==> config.mk <==
export PLATFORM = sky130hd
export DESIGN_NAME = otter_mem_arbiter
export DESIGN_NICKNAME = d
export VERILOG_FILES = /design/src/rtl/otter_mem_arbiter.sv
export SDC_FILE = /design/constraint.sdc
export NUM_CORES = 1
export LEC_CHECK = 0
export CELL_PAD_IN_SITES_DETAIL_PLACEMENT = 2
export CELL_PAD_IN_SITES_GLOBAL_PLACEMENT = 2
export CORE_AREA = 3 3 153 155
export CTS_CLUSTER_DIAMETER = 40
export DETAILED_ROUTE_END_ITERATION = 10
export DIE_AREA = 0 0 156 158
export PLACE_DENSITY_LB_ADDON = 0.1
export SETUP_SLACK_MARGIN = 0.3
export SKIP_LAST_GASP = 1
export SLEW_MARGIN = 20
export SYNTH_ARGS = -nofsm -noshare
export SYNTH_HDL_FRONTEND = slang
export SYNTH_SLANG_ARGS = --single-unit
==> constraint.sdc <==
create_clock -name CLK -period 3.3 [get_ports CLK]
set_input_delay 0.66 -clock CLK [delete_from_list [all_inputs] [get_ports CLK]]
set_output_delay 0.66 -clock CLK [all_outputs]
set_load 0.02 [all_outputs]
==> src/rtl/otter_mem_arbiter.sv <==
// otter_mem_arbiter
// Shares the single Otter memory port between instruction fetch (IF) and
// data access (D). One requester is granted at a time. The memory request is
// held until M_ACK. Read data comes back with a one-cycle VALID pulse, and
// STALL tells the hazard unit to freeze the pipeline.
// Optional feature: define OTTER_ARB_TIMEOUT_EN to add a BUSY-state watchdog
// that aborts with 32'hDEADBEEF and a one-cycle ERR pulse.

module otter_mem_arbiter #(
    parameter int unsigned STARVE_LIMIT   = 4,
    parameter int unsigned TIMEOUT_CYCLES = 255
) (
    input  logic        CLK,
    input  logic        RST,
    input  logic        IF_REQ,
    input  logic [31:0] IF_ADDR,
    output logic [31:0] IF_DATA,
    output logic        IF_VALID,
    input  logic        D_REQ,
    input  logic        D_WE,
    input  logic [31:0] D_ADDR,
    input  logic [31:0] D_WDATA,
    input  logic [1:0]  D_SIZE,
    input  logic        D_SIGN,
    output logic [31:0] D_RDATA,
    output logic        D_VALID,
    output logic        M_REQ,
    output logic        M_WE,
    output logic [31:0] M_ADDR,
    output logic [31:0] M_WDATA,
    output logic [1:0]  M_SIZE,
    output logic        M_SIGN,
    input  logic [31:0] M_RDATA,
    input  logic        M_ACK,
    output logic        STALL,
    output logic        ERR
);

    typedef enum logic [1:0] {IDLE, BUSY_IF, BUSY_D, RESP} state_t;

    localparam logic [3:0] STARVE_MAX = 4'(STARVE_LIMIT);

    state_t      state_q;
    logic [3:0]  starve_q;
    logic [31:0] if_data_q;
    logic        if_valid_q;
    logic [31:0] d_rdata_q;
    logic        d_valid_q;
    logic        m_req_q;
    logic        m_we_q;
    logic [31:0] m_addr_q;
    logic [31:0] m_wdata_q;
    logic [1:0]  m_size_q;
    logic        m_sign_q;
    logic        grant_if_d;
    logic        grant_d_d;

`ifdef OTTER_ARB_TIMEOUT_EN
    localparam logic [15:0] WD_LAST = 16'(TIMEOUT_CYCLES - 1);
    logic [15:0] wd_q;
    logic        err_q;
`else
    // The watchdog length has no effect when the watchdog is not built.
    localparam int unsigned TIMEOUT_UNUSED = TIMEOUT_CYCLES;
`endif

    // Arbitration: D wins ties unless IF has been passed over STARVE_LIMIT times.
    always_comb begin
        grant_if_d = IF_REQ & (~D_REQ | (starve_q == STARVE_MAX));
        grant_d_d  = D_REQ & ~grant_if_d;
    end

    // Request FSM: grant in IDLE, hold the memory request until ACK, pulse VALID in RESP.
    always_ff @(posedge CLK or negedge RST) begin
        if (!RST) begin
            state_q    <= IDLE;
            starve_q   <= '0;
            if_data_q  <= '0;
            if_valid_q <= 1'b0;
            d_rdata_q  <= '0;
            d_valid_q  <= 1'b0;
            m_req_q    <= 1'b0;
            m_we_q     <= 1'b0;
            m_addr_q   <= '0;
            m_wdata_q  <= '0;
            m_size_q   <= '0;
            m_sign_q   <= 1'b0;
`ifdef OTTER_ARB_TIMEOUT_EN
            wd_q       <= '0;
            err_q      <= 1'b0;
`endif
        end else begin
            if_valid_q <= 1'b0;
            d_valid_q  <= 1'b0;
`ifdef OTTER_ARB_TIMEOUT_EN
            err_q      <= 1'b0;
`endif
            case (state_q)
                IDLE: begin
                    if (grant_if_d) begin
                        m_req_q   <= 1'b1;
                        m_we_q    <= 1'b0;
                        m_addr_q  <= IF_ADDR;
                        m_wdata_q <= '0;
                        m_size_q  <= 2'b10;
                        m_sign_q  <= 1'b0;
                        starve_q  <= '0;
                        state_q   <= BUSY_IF;
`ifdef OTTER_ARB_TIMEOUT_EN
                        wd_q      <= '0;
`endif
                    end else if (grant_d_d) begin
                        m_req_q   <= 1'b1;
                        m_we_q    <= D_WE;
                        m_addr_q  <= D_ADDR;
                        m_wdata_q <= D_WDATA;
                        m_size_q  <= D_SIZE;
                        m_sign_q  <= D_SIGN;
                        if (IF_REQ && (starve_q != STARVE_MAX)) begin
                            starve_q <= starve_q + 4'd1;
                        end
                        state_q   <= BUSY_D;
`ifdef OTTER_ARB_TIMEOUT_EN
                        wd_q      <= '0;
`endif
                    end
                end
                BUSY_IF, BUSY_D: begin
                    if (M_ACK) begin
                        m_req_q <= 1'b0;
                        state_q <= RESP;
                        if (state_q == BUSY_IF) begin
                            if_data_q  <= M_RDATA;
                            if_valid_q <= 1'b1;
                        end else begin
                            // Stores complete without touching the load data register.
                            if (!m_we_q) begin
                                d_rdata_q <= M_RDATA;
                            end
                            d_valid_q <= 1'b1;
                        end
`ifdef OTTER_ARB_TIMEOUT_EN
                    end else if (wd_q == WD_LAST) begin
                        m_req_q <= 1'b0;
                        err_q   <= 1'b1;
                        state_q <= RESP;
                        if (state_q == BUSY_IF) begin
                            if_data_q  <= 32'hDEAD_BEEF;
                            if_valid_q <= 1'b1;
                        end else begin
                            d_rdata_q <= 32'hDEAD_BEEF;
                            d_valid_q <= 1'b1;
                        end
                    end else begin
                        wd_q <= wd_q + 16'd1;
`endif
                    end
                end
                RESP: begin
                    state_q <= IDLE;
                end
                default: begin
                    state_q <= IDLE;
                end
            endcase
        end
    end

    assign IF_DATA  = if_data_q;
    assign IF_VALID = if_valid_q;
    assign D_RDATA  = d_rdata_q;
    assign D_VALID  = d_valid_q;
    assign M_REQ    = m_req_q;
    assign M_WE     = m_we_q;
    assign M_ADDR   = m_addr_q;
    assign M_WDATA  = m_wdata_q;
    assign M_SIZE   = m_size_q;
    assign M_SIGN   = m_sign_q;
    assign STALL    = (IF_REQ & ~if_valid_q) | (D_REQ & ~d_valid_q);
`ifdef OTTER_ARB_TIMEOUT_EN
    assign ERR      = err_q;
`else
    assign ERR      = 1'b0;
`endif

endmodule

==> results.md <==
- Status: complete, no violations
- Share of layout cells above drive strength 1: 0.145
- H-tree depth: 4
- Setup TNS: 0 ns
- Hold buffers post-CTS: 0
- Peak supply drop: 0.438 mV
- Grt peak-use layer: met2
- Overflow after GRT: 0
- CTS root buf: clkbuf_16
- Clock sink count: 141
- DIE HEIGHT: roughly 160 µm
- WP data required: 2.64 ns
- Vias in the first global route: 6194
- Dominant cells by area after synthesis: dfrtp_1 (59%), mux2_2 (12%), nand2_1 (9.0%)
- # port buffers: 272
- Class of the worst hold path: in -> async
- Final period utilization: 0.834
- Met3 usage: 0.0785
- Ports: ~270
- Maximum clock frequency: 363 MHz
- Pins Over Slew Limit: 0
- Kind of critical path: in -> out
- Die area: 24600 µm²
- Via density: 4.83
- Post-synthesis xor/xnor area fraction: 0
- Largest family of logic cells by synthesized area: simple AND/OR/NAND/NOR gates
- Worst-margin pin slew: around 1.0 ns
- First-pass GRT wire length: 35.5 mm
- Simple-gate share of the synthesized area: 0.142
- Drt first pass iters: 4
- Met1 GRT Util: 0.220
- Total power: 9830 µW
- Post-CTS Resized: 0
- Yosys cell types: 37
- Clock Skew: 0.0133 ns
- Fin crit period: 2.75 ns
- Syn Std Cell Area: 5950 µm²
- Max_cap viols: 0
- Static leakage: 0.00391 µW
- Syn Nets: about 680
- Clk_lat worst skew: 0.43 ns
- CTS tree: done
- Layout Nets: 941
- PwrDens: 1030 nW/µm²
- Core Region: 22000 µm²
- Num CTS Buffers: 17
- Starting Density: 0.271
- Bufs on Longest Clock Path: 2
- Synth-to-layout area growth: 60.1%
- Setup Viol. Count Final: 0
- Slew headroom: 0.301
- Main synth FF type: dfrtp_1
- CP Capture Type: primary output
- DR vias: 5276
- Pin count of the biggest net entering global routing: 80
- Drt wl/cell: 20.9 µm
- Chip width: between 150 and 200 µm
- Initial antenna violation count: 1
- Unrepaired setup endpoints after global routing: false
- Register area share after synthesis: 0.593
- Ys async rst share: 1.00
- Crit path max fanout: 2
- Number of post-CTS setup repair buffers: 0
- Leading area contributor after synthesis: dfrtp_1
- Syn avg cell area: 11.2 µm²
- DP HPWL: 15.9 mm
- Final ANT Viol Nets: 0
- Synth Register Bits: 141
- DRC: 0
- Final Hold Violating Endpoints: 0
- Mux cell area share after synthesis: 0.123
- Post-Synthesis Cells: 533
- Synth Area in Compound Gates: 0.0893
- Post-synth EDFFs: 0
- Data arrival, critical path: ~2.1 ns
- Row cnt: 54
- CP Launch Type: input port
- DRT iter0 DRCs: 151
- Top-area cell type share of the netlist area: 0.593
- M2 GR Usage: 0.310
- Wirelength, routed: 22.9 mm
- Gr usage total: 0.186
- Ant. Diodes: 0
- Reg clk slew, reported paths: about 0.070 ns
- Warning count from the yosys run: 0
- GP Congestion: 0.792
- Post-Synth Adder-Cell Area: 0.0105
==> area by class of cell <==
type,count,area [µm²]
Fill cell,2255,12400
Sequential cell,141,3530
Timing Repair Buffer,287,2840
Multi-Input combinational cell,344,2190
Clock buffer,18,439
Tap cell,280,350
Clock inverter,14,151
Inverter,8,30.0
==> flip-flops by register name, summed over array words and instances, names as in the netlist <==
register  cells
M_SIZE        2
IF_VALID      1
M_REQ         1
state_q       2
D_RDATA      32
M_ADDR       32
M_WDATA      32
M_SIGN        1
starve_q      4
M_WE          1
D_VALID       1
IF_DATA      32
==> per-stage QoR <==
stage	util	worst slack (ns)	instances	hold slack, ns	instance area (µm²)
CTS	0.434	0.522	1092	0.310	9530
floorplan	-	1.41	533	0.364	5950
finish	0.434	0.546	1092	0.258	9530
detailed placement	0.407	0.537	1060	0.470	8940
global placement	0.407	0.537	1060	0.463	8940
global route	0.434	0.474	1092	0.324	9530
==> per-layer routing <==
metal	share of wire	vias to the layer above	routed length, µm
met5	0.00057	-	13
met4	0.018	2	405
met3	0.093	27	2140
met2	0.48	187	11000
met1	0.41	2686	9310
li1	-	2374	-
==> kinds of logic (layout without fill, tap and decap cells) <==
family | Yosys count | count (layout)
multiplexers | 65 | 65
AO/OA/AOI/OAI | 83 | 83
buffers and inverters | 48 | 327
other | 1 | 1
AND/OR/NAND/NOR | 190 | 190
flip-flops | 141 | 141
adder cells (fa/ha/maj) | 5 | 5
==> Yosys cell counts, drive strengths merged (2+ instances only) <==
| cell type | number |
|---|---|
| mux2 | 64 |
| inv | 8 |
| nand3 | 2 |
| nand2 | 142 |
| o211ai | 33 |
| ha | 5 |
| nand4 | 32 |
| a21oi | 2 |
| nand2b | 3 |
| dfrtp | 141 |
| clkbuf | 14 |
| nor2 | 4 |
| o21ai | 40 |
| and3b | 2 |
| buf | 26 |
==> placed cells by master, fill, tap and decap left out, types with 2 or more instances in the layout <==
cell / Yosys / routed
clkdlybuf4s50_1: 0 / 270
nand2_1: 142 / 142
dfrtp_1: 141 / 141
mux2_2: 62 / 62
o211ai_1: 33 / 33
nand4_1: 32 / 32
o21ai_0: 27 / 27
clkbuf_16: 0 / 17
buf_4: 10 / 14
o21ai_1: 11 / 10
inv_1: 7 / 7
ha_1: 5 / 5
inv_6: 0 / 5
nor2_1: 4 / 4
clkinvlp_4: 0 / 4
nand2b_1: 3 / 3
mux2_1: 2 / 2
and3b_1: 2 / 2
nand3_1: 2 / 2
a21oi_1: 2 / 2
o21ai_2: 2 / 2
inv_8: 0 / 2
==> worst max-delay path: stages <==
cell             delay, ns
clkdlybuf4s50_1       0.51
inv_1                 0.08
o22ai_1               0.18
clkdlybuf4s50_1       0.67
==> worst paths after layout <==
kind                        startpoint          end  slack (ns)  cells after the start
min reg2reg                 M_WDATA[7]   M_WDATA[7]        0.48                      2
min in group CLK            M_WDATA[7]   M_WDATA[7]        0.48                      2
min                                RST   M_ADDR[15]        0.26                      1
max                             IF_REQ        STALL        0.55                      4
max reg2reg                starve_q[0]   M_ADDR[21]        0.90                      6
max in group asynchronous          RST  D_RDATA[12]        2.16                      2
==> power by group <==
part	switching (µW)	internal (µW)
Combinational	2600	2270
Sequential	466	2540
Clock	865	1090
Total	3930	5900
No activity file was read; power rests on OpenSTA's default activity.
